$ cat config.mk
export PLATFORM = sky130hd
export DESIGN_NAME = mem_arbiter
export DESIGN_NICKNAME = d
export VERILOG_FILES = /design/src/rtl/mem_arbiter.sv
export SDC_FILE = /design/constraint.sdc
export NUM_CORES = 1
export LEC_CHECK = 0
export ABC_AREA = 1
export CORE_ASPECT_RATIO = 0.9
export CORE_MARGIN = 2
export CORE_UTILIZATION = 37
export CTS_CLUSTER_DIAMETER = 50
export CTS_CLUSTER_SIZE = 25
export DETAILED_ROUTE_END_ITERATION = 8
export PLACE_DENSITY = 0.85
export SYNTH_ARGS = -nofsm -noshare
export SYNTH_HDL_FRONTEND = slang
export SYNTH_SLANG_ARGS = --single-unit
$ cat constraint.sdc
create_clock -name clk -period 1.5 [get_ports clk]
set_input_delay 0.15 -clock clk [delete_from_list [all_inputs] [get_ports clk]]
set_output_delay 0.15 -clock clk [all_outputs]
set_load 0.01 [all_outputs]
$ cat src/rtl/mem_arbiter.sv
// Three-requester arbiter in front of the byte-serial memory port.
// Fixed priority LS > IF > PF, with fetch anti-starvation and flush discard.
module mem_arbiter #(
  parameter int unsigned STARVE_LIM = 3
) (
  input  logic        clk,
  input  logic        rst,
  input  logic        flush,
  input  logic        if_req,
  input  logic [31:0] if_addr,
  output logic        if_ok,
  output logic [31:0] if_data,
  input  logic        ls_req,
  input  logic [31:0] ls_addr,
  input  logic        ls_wr,
  input  logic [1:0]  ls_len,
  input  logic [31:0] ls_wdata,
  output logic        ls_ok,
  output logic [31:0] ls_rdata,
  input  logic        pf_req,
  input  logic [31:0] pf_addr,
  output logic        pf_ok,
  output logic [31:0] pf_data,
  output logic        d_req,
  output logic [31:0] d_addr,
  output logic        d_wr,
  output logic [1:0]  d_len,
  output logic [31:0] d_wdata,
  input  logic        d_ack,
  input  logic [31:0] d_rdata
);

  typedef enum logic {S_IDLE, S_BUSY} state_e;
  typedef enum logic [1:0] {
    OWN_NONE, OWN_IF, OWN_LS, OWN_PF
  } own_e;

  localparam logic [3:0] LIM = 4'(STARVE_LIM);

  state_e      state_q, state_d;
  own_e        own_q, own_d;
  logic        killed_q, killed_d;
  logic [3:0]  streak_q, streak_d;
  logic        d_req_q, d_req_d;
  logic [31:0] d_addr_q, d_addr_d;
  logic        d_wr_q, d_wr_d;
  logic [1:0]  d_len_q, d_len_d;
  logic [31:0] d_wdata_q, d_wdata_d;
  logic        if_ok_q, if_ok_d;
  logic        ls_ok_q, ls_ok_d;
  logic        pf_ok_q, pf_ok_d;
  logic [31:0] if_data_q, if_data_d;
  logic [31:0] ls_rdata_q, ls_rdata_d;
  logic [31:0] pf_data_q, pf_data_d;

  logic idle, ls_c, if_c, pf_c;
  logic gnt_ls, gnt_if, gnt_pf;
  logic own_fetch, kill;

  function automatic logic [31:0] len_mask(input logic [1:0] len);
    logic [31:0] m;
    unique case (len)
      2'd0:    m = 32'h0000_00FF;
      2'd1:    m = 32'h0000_FFFF;
      2'd2:    m = 32'h00FF_FFFF;
      default: m = 32'hFFFF_FFFF;
    endcase
    return m;
  endfunction

  // A requester seeing its ok this cycle still holds req; mask it.
  assign idle   = (state_q == S_IDLE);
  assign ls_c   = ls_req & ~ls_ok_q;
  assign if_c   = if_req & ~flush & ~if_ok_q;
  assign pf_c   = pf_req & ~flush & ~if_req & ~ls_req & ~pf_ok_q;
  assign gnt_if = idle & if_c & ((streak_q == LIM) | ~ls_c);
  assign gnt_ls = idle & ls_c & ~gnt_if;
  assign gnt_pf = idle & pf_c & ~ls_c & ~if_c;

  assign own_fetch = (own_q == OWN_IF) | (own_q == OWN_PF);
  assign kill      = killed_q | (flush & own_fetch);

  always_ff @(posedge clk) begin
    if (rst) begin
      state_q    <= S_IDLE;
      own_q      <= OWN_NONE;
      killed_q   <= 1'b0;
      streak_q   <= '0;
      d_req_q    <= 1'b0;
      d_addr_q   <= '0;
      d_wr_q     <= 1'b0;
      d_len_q    <= '0;
      d_wdata_q  <= '0;
      if_ok_q    <= 1'b0;
      ls_ok_q    <= 1'b0;
      pf_ok_q    <= 1'b0;
      if_data_q  <= '0;
      ls_rdata_q <= '0;
      pf_data_q  <= '0;
    end else begin
      state_q    <= state_d;
      own_q      <= own_d;
      killed_q   <= killed_d;
      streak_q   <= streak_d;
      d_req_q    <= d_req_d;
      d_addr_q   <= d_addr_d;
      d_wr_q     <= d_wr_d;
      d_len_q    <= d_len_d;
      d_wdata_q  <= d_wdata_d;
      if_ok_q    <= if_ok_d;
      ls_ok_q    <= ls_ok_d;
      pf_ok_q    <= pf_ok_d;
      if_data_q  <= if_data_d;
      ls_rdata_q <= ls_rdata_d;
      pf_data_q  <= pf_data_d;
    end
  end

  always_comb begin
    state_d    = state_q;
    own_d      = own_q;
    killed_d   = killed_q;
    streak_d   = streak_q;
    d_req_d    = d_req_q;
    d_addr_d   = d_addr_q;
    d_wr_d     = d_wr_q;
    d_len_d    = d_len_q;
    d_wdata_d  = d_wdata_q;
    if_ok_d    = 1'b0;
    ls_ok_d    = 1'b0;
    pf_ok_d    = 1'b0;
    if_data_d  = if_data_q;
    ls_rdata_d = ls_rdata_q;
    pf_data_d  = pf_data_q;

    unique case (state_q)
      S_IDLE: begin
        if (gnt_ls | gnt_if | gnt_pf) begin
          state_d  = S_BUSY;
          d_req_d  = 1'b1;
          killed_d = 1'b0;
        end
        unique case (1'b1)
          gnt_ls: begin
            own_d     = OWN_LS;
            d_addr_d  = ls_addr;
            d_wr_d    = ls_wr;
            d_len_d   = ls_len;
            d_wdata_d = ls_wdata;
            if (!if_req)
              streak_d = '0;
            else if (streak_q != LIM)
              streak_d = streak_q + 4'd1;
          end
          gnt_if: begin
            own_d     = OWN_IF;
            d_addr_d  = if_addr;
            d_wr_d    = 1'b0;
            d_len_d   = 2'd3;
            d_wdata_d = '0;
            streak_d  = '0;
          end
          gnt_pf: begin
            own_d     = OWN_PF;
            d_addr_d  = pf_addr;
            d_wr_d    = 1'b0;
            d_len_d   = 2'd3;
            d_wdata_d = '0;
          end
          default: ;
        endcase
      end
      S_BUSY: begin
        if (flush && own_fetch)
          killed_d = 1'b1;
        if (d_ack) begin
          state_d  = S_IDLE;
          d_req_d  = 1'b0;
          killed_d = 1'b0;
          own_d    = OWN_NONE;
          if (!kill) begin
            unique case (own_q)
              OWN_IF: begin
                if_ok_d   = 1'b1;
                if_data_d = d_rdata;
              end
              OWN_LS: begin
                ls_ok_d    = 1'b1;
                ls_rdata_d = d_wr_q ? '0
                           : (d_rdata & len_mask(d_len_q));
              end
              OWN_PF: begin
                pf_ok_d   = 1'b1;
                pf_data_d = d_rdata;
              end
              default: ;
            endcase
          end
        end
      end
      default: ;
    endcase
  end

  assign d_req    = d_req_q;
  assign d_addr   = d_addr_q;
  assign d_wr     = d_wr_q;
  assign d_len    = d_len_q;
  assign d_wdata  = d_wdata_q;
  assign if_ok    = if_ok_q;
  assign ls_ok    = ls_ok_q;
  assign pf_ok    = pf_ok_q;
  assign if_data  = if_data_q;
  assign ls_rdata = ls_rdata_q;
  assign pf_data  = pf_data_q;

endmodule
# [Yosys cells after proc, flatten, opt, wreduce, memory -nomap -nowiden]
# Index checks and enable logic that the tools add are counted.
[classes] bitwise=33 n_eq_ne=12 addsub=1 n_mux=29 reduce_logical=16
[ops] op="$pmux W32 S3" count=2
[ops] op="$mux W32" count=5
[ops] op="$pmux W32 S2" count=1
[ops] op="$and A32 B32 Y32" count=1
[ops] op="$and A1 B1 Y1" count=15
[ops] op="$not A1 Y1" count=12
[ops] op="$reduce_and A4 Y1" count=3
[ops] op="$mux W1" count=10
[ops] op="$reduce_and A2 Y1" count=5
[ops] op="$mux W4" count=2
[ops] op="$pmux W1 S2" count=4
[ops] op="$pmux W2 S2" count=2
[ops] op="$pmux W4 S2" count=1
[ops] op="$eq A2 B2 Y1 const B" count=3
[ops] op="$ne A3 B2 Y1 const B" count=2
[ops] op="$pmux W2 S3" count=1
[ops] op="$or A1 B1 Y1" count=5
[ops] op="$add A4 B1 Y4 const B" count=1
[ops] op="$eq A2 B1 Y1 const B" count=2
[ops] op="$eq A4 B2 Y1 const B" count=1
[ops] op="$ne A4 B1 Y1 const B" count=1
[ops] op="$ne A4 B2 Y1 const B" count=1
[ops] op="$reduce_bool A2 Y1" count=2
[ops] op="$reduce_or A4 Y1" count=1
[ops] op="other kinds (8)" count=8
[totals] regBits=175 input_bits=170

# [Longest topological paths before layout]
[logic_depth] ltp_word=11 mapped_depth=10 mapped_depth_nobuf=9

# [Worst setup path after synthesis]
# Ideal clock, no wire load.
[synth_path] path_type="flip-flop to flip-flop" start="register streak_q[0]" end="register d_addr_q[22], in the netlist d_addr[22]" setup_slack_ns=0.042 stages_incl_launch_ff=10 t_arrival_ns=1.341 required_ns=1.383 cell_sequence="dfxtp_1 -> ha_1 -> nand3_1 -> nand2_1 -> nand2_1 -> nand2_2 -> buf_2 -> nor2_1 -> nor2_1 -> nor2_1"
[synth_between] elab_chain_len=7 elab_cells_between_ends=8 cone_classes="1 x eq/ne; 1 x mux; 4 x bitwise; 2 x reduce/logical"
[synth_lines] item="start, declared" line_no="43" source="logic [3:0] streak_q, streak_d;"
[synth_lines] item="start signal, assigned" line_no="104" source="streak_q <= streak_d;"
[synth_lines] item="$eq A4 B2 Y1 (*)" line_no="76" source="assign gnt_if = idle & if_c & ((streak_q == LIM) | ~ls_c);"
[synth_lines] item="$or A1 B1 Y1 (*)" line_no="76"
[synth_lines] item="$and A1 B1 Y1 (*)" line_no="76"
[synth_lines] item="$not A1 Y1" line_no="77" source="assign gnt_ls = idle & ls_c & ~gnt_if;"
[synth_lines] item="$and A1 B1 Y1" line_no="77"
[synth_lines] item="$reduce_bool A3 Y1 (no source line)"
[synth_lines] item="$reduce_and A2 Y1 (no source line)"
[synth_lines] item="end signal, assigned" line_no="106" source="d_addr_q <= d_addr_d;"
[synth_lines] item="end, declared" line_no="45" source="logic [31:0] d_addr_q, d_addr_d;"
# Mark *: on every way between the ends. The rest lies on a longest branch, timed or not.
# A chain may end at the register's enable or synchronous reset.

# [Worst setup path after layout]
[layout_path] start="register state_q" end="register d_addr_q[19], in the netlist d_addr[19]"
[layout_between] elab_chain_len=7 elab_cells_between_ends=12 cone_classes="1 x mux; 9 x bitwise; 2 x reduce/logical"
[layout_lines] item="start, declared" line_no="40" source="state_e state_q, state_d;"
[layout_lines] item="start signal, assigned" line_no="101" source="state_q <= state_d;"
[layout_lines] item="$not A1 Y1 (no source line) (*)"
[layout_lines] item="$and A1 B1 Y1 (2 in series)" line_no="76"
[layout_lines] item="$not A1 Y1" line_no="77"
[layout_lines] item="$and A1 B1 Y1" line_no="77"
[layout_lines] item="$reduce_bool A3 Y1 (no source line)"
[layout_lines] item="$reduce_and A2 Y1 (no source line)"
# Marks and branches as above.

==> impl_metrics.csv <==
group,metric,value,unit
synth,synth_edf_count,0,
timing,rsz0062_at_grt,"yes",
clocking,clock-sinks,175,
synth,synth_xor_area_share,0.121,%
synth,synthFlopType,"dfxtp_1",
cells_and_area,area_delta_synth_final,73.0,%
synth,synthTopCellsByCount,"240 x nor2_1, 197 x nand3_1, 175 x dfxtp_1",
timing,relSlewSlack,81.2,%
timing,fin_ws,-0.0327,ns
timing,fin_hold_ws,0.309,ns
synth,netlist.area_leader.share,48.4,%
cells_and_area,drive_above_1_share,11.8,%
critical_path,cp-start-kind,"flip-flop",
critical_path,end_kind,"flip-flop",
synth,synth_most_common_cell,"nor2_1",
floorplanning,row_count,48,
route,drtAntennaViolNets,0,
synth,synth.distinct_cells,28,
synth,async_reset_ff_share,0,%
grt,antenna_found_initial,0,
timing,timing.final.max_slew_violations,0,
critical_path,path_max_fanout,7,
route,post_drt_via_cell_ratio,5.24,
power_and_ir_drop,power_density,945,nW/µm²
route,num_vias,8442,
critical_path,r2r_start,"state_q$_SDFF_PP0_",
placement,io_buffers,336,
cells_and_area,fillers,1531,
placement,gp_congestion,0.877,
floorplanning,die-area,20700,µm²
timing,min_period,1.53,ns
synth,synth.avg_cell_area,7.28,µm²
route,drt_wl_total,28.9,mm
worst_hold_path,hold_path.class,"in2reg",
outcome,outcome,"complete, but fails checks",
placement,hpwlAfterDp,19.2,mm
critical_path,cpMostUsedCell,"nor2_1",
synth,ys_seq_elements,175,
synth,syn-cell-area,7240,µm²
synth,yosys.area_share.adder,0.173,%
timing,worst_pin_slew,0.283,ns
critical_path,crit_path_end,"d_addr[19]$_SDFFE_PP0P_",
route,drc_errors,0,
timing,min_period_over_period,102,%
timing,clock-skew-final,0.0123,ns
grt,grt_pass1_wl,40.0,mm
route,drt-pass1-iter-count,5,
grt,grtUsageTotal,24.9,%
power_and_ir_drop,finalPower,11.8,mW
grt,gr-total-overflow,0,
clocking,insertion_delay,0.43,ns
clocking,h-tree-depth,4,
synth,synth_compound_area_share,11.4,%
synth,ys_seq_area_share,48.4,%
floorplanning,die_w,151,µm
clocking,cts_buffers,17,
power_and_ir_drop,leakage,6.53,nW
timing,report.final.hold_viol_count,0,
synth,synth_area_leaders,"dfxtp_1 48%, nand3_1 14%, nor2_1 12%",
clocking,cts-root-buf,"clkbuf_16",
power_and_ir_drop,ir_drop,0.766,mV
synth,yosysWarnings,0,
critical_path,path_cells,"inv_4, nand2_2, nor2_4, nand2_4, nand3_4, buf_6, clkbuf_16, nand3_1, nor2_1, nor2_1",
floorplanning,core_area,19200,µm²
clocking,clockBufferDepth,2,
critical_path,cp.arrival,1.85,ns
critical_path,critPathMaxStageDelay,0.37,ns
timing,timing.fmax,652,MHz
critical_path,rr_endpoint,"d_addr[19]$_SDFFE_PP0P_",
route,avgRoutedWirePerCell,17.9,µm
critical_path,reg2reg_setup_slack,-0.03,ns
grt,grt_max_degree,58,
critical_path,path_class,"reg2reg",
grt,grt_pass1_vias,7507,
floorplanning,ioPinCount,337,
flow_run,max_cap_violations,0,
floorplanning,start_util,37.8,%
outcome,violations,"negative setup slack",
floorplanning,die_h,137,µm
critical_path,startpoint,"state_q$_SDFF_PP0_",
clocking,clk_pin_slew,0.07,ns
clocking,cts_tree,"built",
synth,syn_inst,995,
route,drtIter0Drc,585,
synth,synth.area.mux_share,0,%
critical_path,required,1.82,ns
critical_path,cp_slowest_cell,"dfxtp_4",
timing,setup_viol,3,
cells_and_area,diodes,0,
synth,synth_top_area_cell,"dfxtp_1",
synth,synth_top_family_by_area,"simple AND/OR/NAND/NOR gates",
critical_path,r2r_cells,10,
synth,syn-num-nets,1166,
synth,yosys.area_share.simple,32.4,%
cells_and_area,nets,1520,
-- metal layers --
layer	wire (µm)	vias up	global-route usage [%]	share of wire (%)
li1	-	4004	-	-
met1	10700	3950	28.0	37
met2	14300	436	43.4	50
met3	3140	52	9.57	11
met4	742	0	7.97	2.6
met5	0	-	0	0
-- per-stage QoR --
step	instances	worst slack (ns)	TNS [ns]	utilization (%)	cell area, µm²
after floorplan	995	0.0416	0	-	7240
after global placement	1559	-0.217	-27.38	58.3	11200
after detailed placement	1559	-0.295	-32.90	58.3	11200
after CTS	1592	0.00192	0	61.7	11800
after global routing	1612	-0.116	-6.61	65.4	12500
final	1612	-0.0327	-0.0592	65.4	12500
-- cell type report --
class	instances	area, µm²	area share [%]
inverters	52	203	1.62
well taps	250	313	2.50
clock inverters	14	169	1.35
clock buffers	18	439	3.50
repair buffers	408	4540	36.2
multi-input cells	695	3360	26.8
flip-flops and latches	175	3510	28.0
-- flip-flops by register name, indices dropped and copies added (netlist names) --
signal / count
d_addr: 32
d_wdata: 32
if_data: 32
ls_rdata: 32
pf_data: 32
streak_q: 4
d_len: 2
own_q: 2
d_req: 1
d_wr: 1
if_ok: 1
killed_q: 1
ls_ok: 1
pf_ok: 1
state_q: 1
-- placed cells by master, fill, tap and decap left out, drive strengths merged --
cell type	instances
ha	1
clkinvlp	1
xor2	1
o21ai	156
bufinv	1
and3	1
clkinv	5
nor3	3
inv	59
nand4	10
dlygate4sd2	18
nand3	200
clkdlybuf4s50	238
and2	1
clkbuf	28
dfxtp	175
nand2	68
a21oi	8
nor2	245
dlymetal6s2s	80
buf	62
a31oi	1
-- worst max-delay path, delay by kind of cell, from the launching register on --
kind                   cells  cell delay [ns]
flip-flops                 1             0.37
AND/OR/NAND/NOR            7             0.73
buffers and inverters      3             0.35
-- report_power, final --
part / leakage [nW] / internal [mW] / switching [mW]
sequential: 1.43 / 4.86 / 0.132
clock: 0.296 / 2.43 / 2.13
combinational: 4.81 / 1.22 / 1.07
total: 6.53 / 8.51 / 3.33
-- cell families after synthesis --
family | after synthesis
AOI/OAI and AO/OA | 165
xor gates and xnor gates | 1
buffers and inverters | 126
adders and majority gates | 1
and+or+nand+nor | 527
DFF | 175
-- worst min-delay path by stage --
| stage | start | to | slack, ns | cells after the start |
|---|---|---|---|---|
| finish | ls_wdata[15] | d_wdata[15]$_SDFFE_PP0P_ | 0.31 | 3 |
| global route | ls_wdata[15] | d_wdata[15]$_SDFFE_PP0P_ | 0.31 | 3 |
| floorplan | rst | ls_rdata[22]$_SDFFE_PP0P_ | 0.22 | 1 |
| CTS | ls_wdata[26] | d_wdata[26]$_SDFFE_PP0P_ | 0.29 | 3 |
| detailed placement | ls_rdata[16]$_SDFFE_PP0P_ | ls_rdata[16]$_SDFFE_PP0P_ | 0.46 | 2 |
| global placement | ls_rdata[20]$_SDFFE_PP0P_ | ls_rdata[20]$_SDFFE_PP0P_ | 0.45 | 2 |
-- what timing repair did --
action	4_1_cts	5_1_grt
hold buffers	0	0
endpoints found under the setup margin	67	215
pin swaps	1	12
setup buffers	0	8
gates resized for setup	32	144
cloned	1	12
Note: power is estimated with default switching activity, not from simulation.
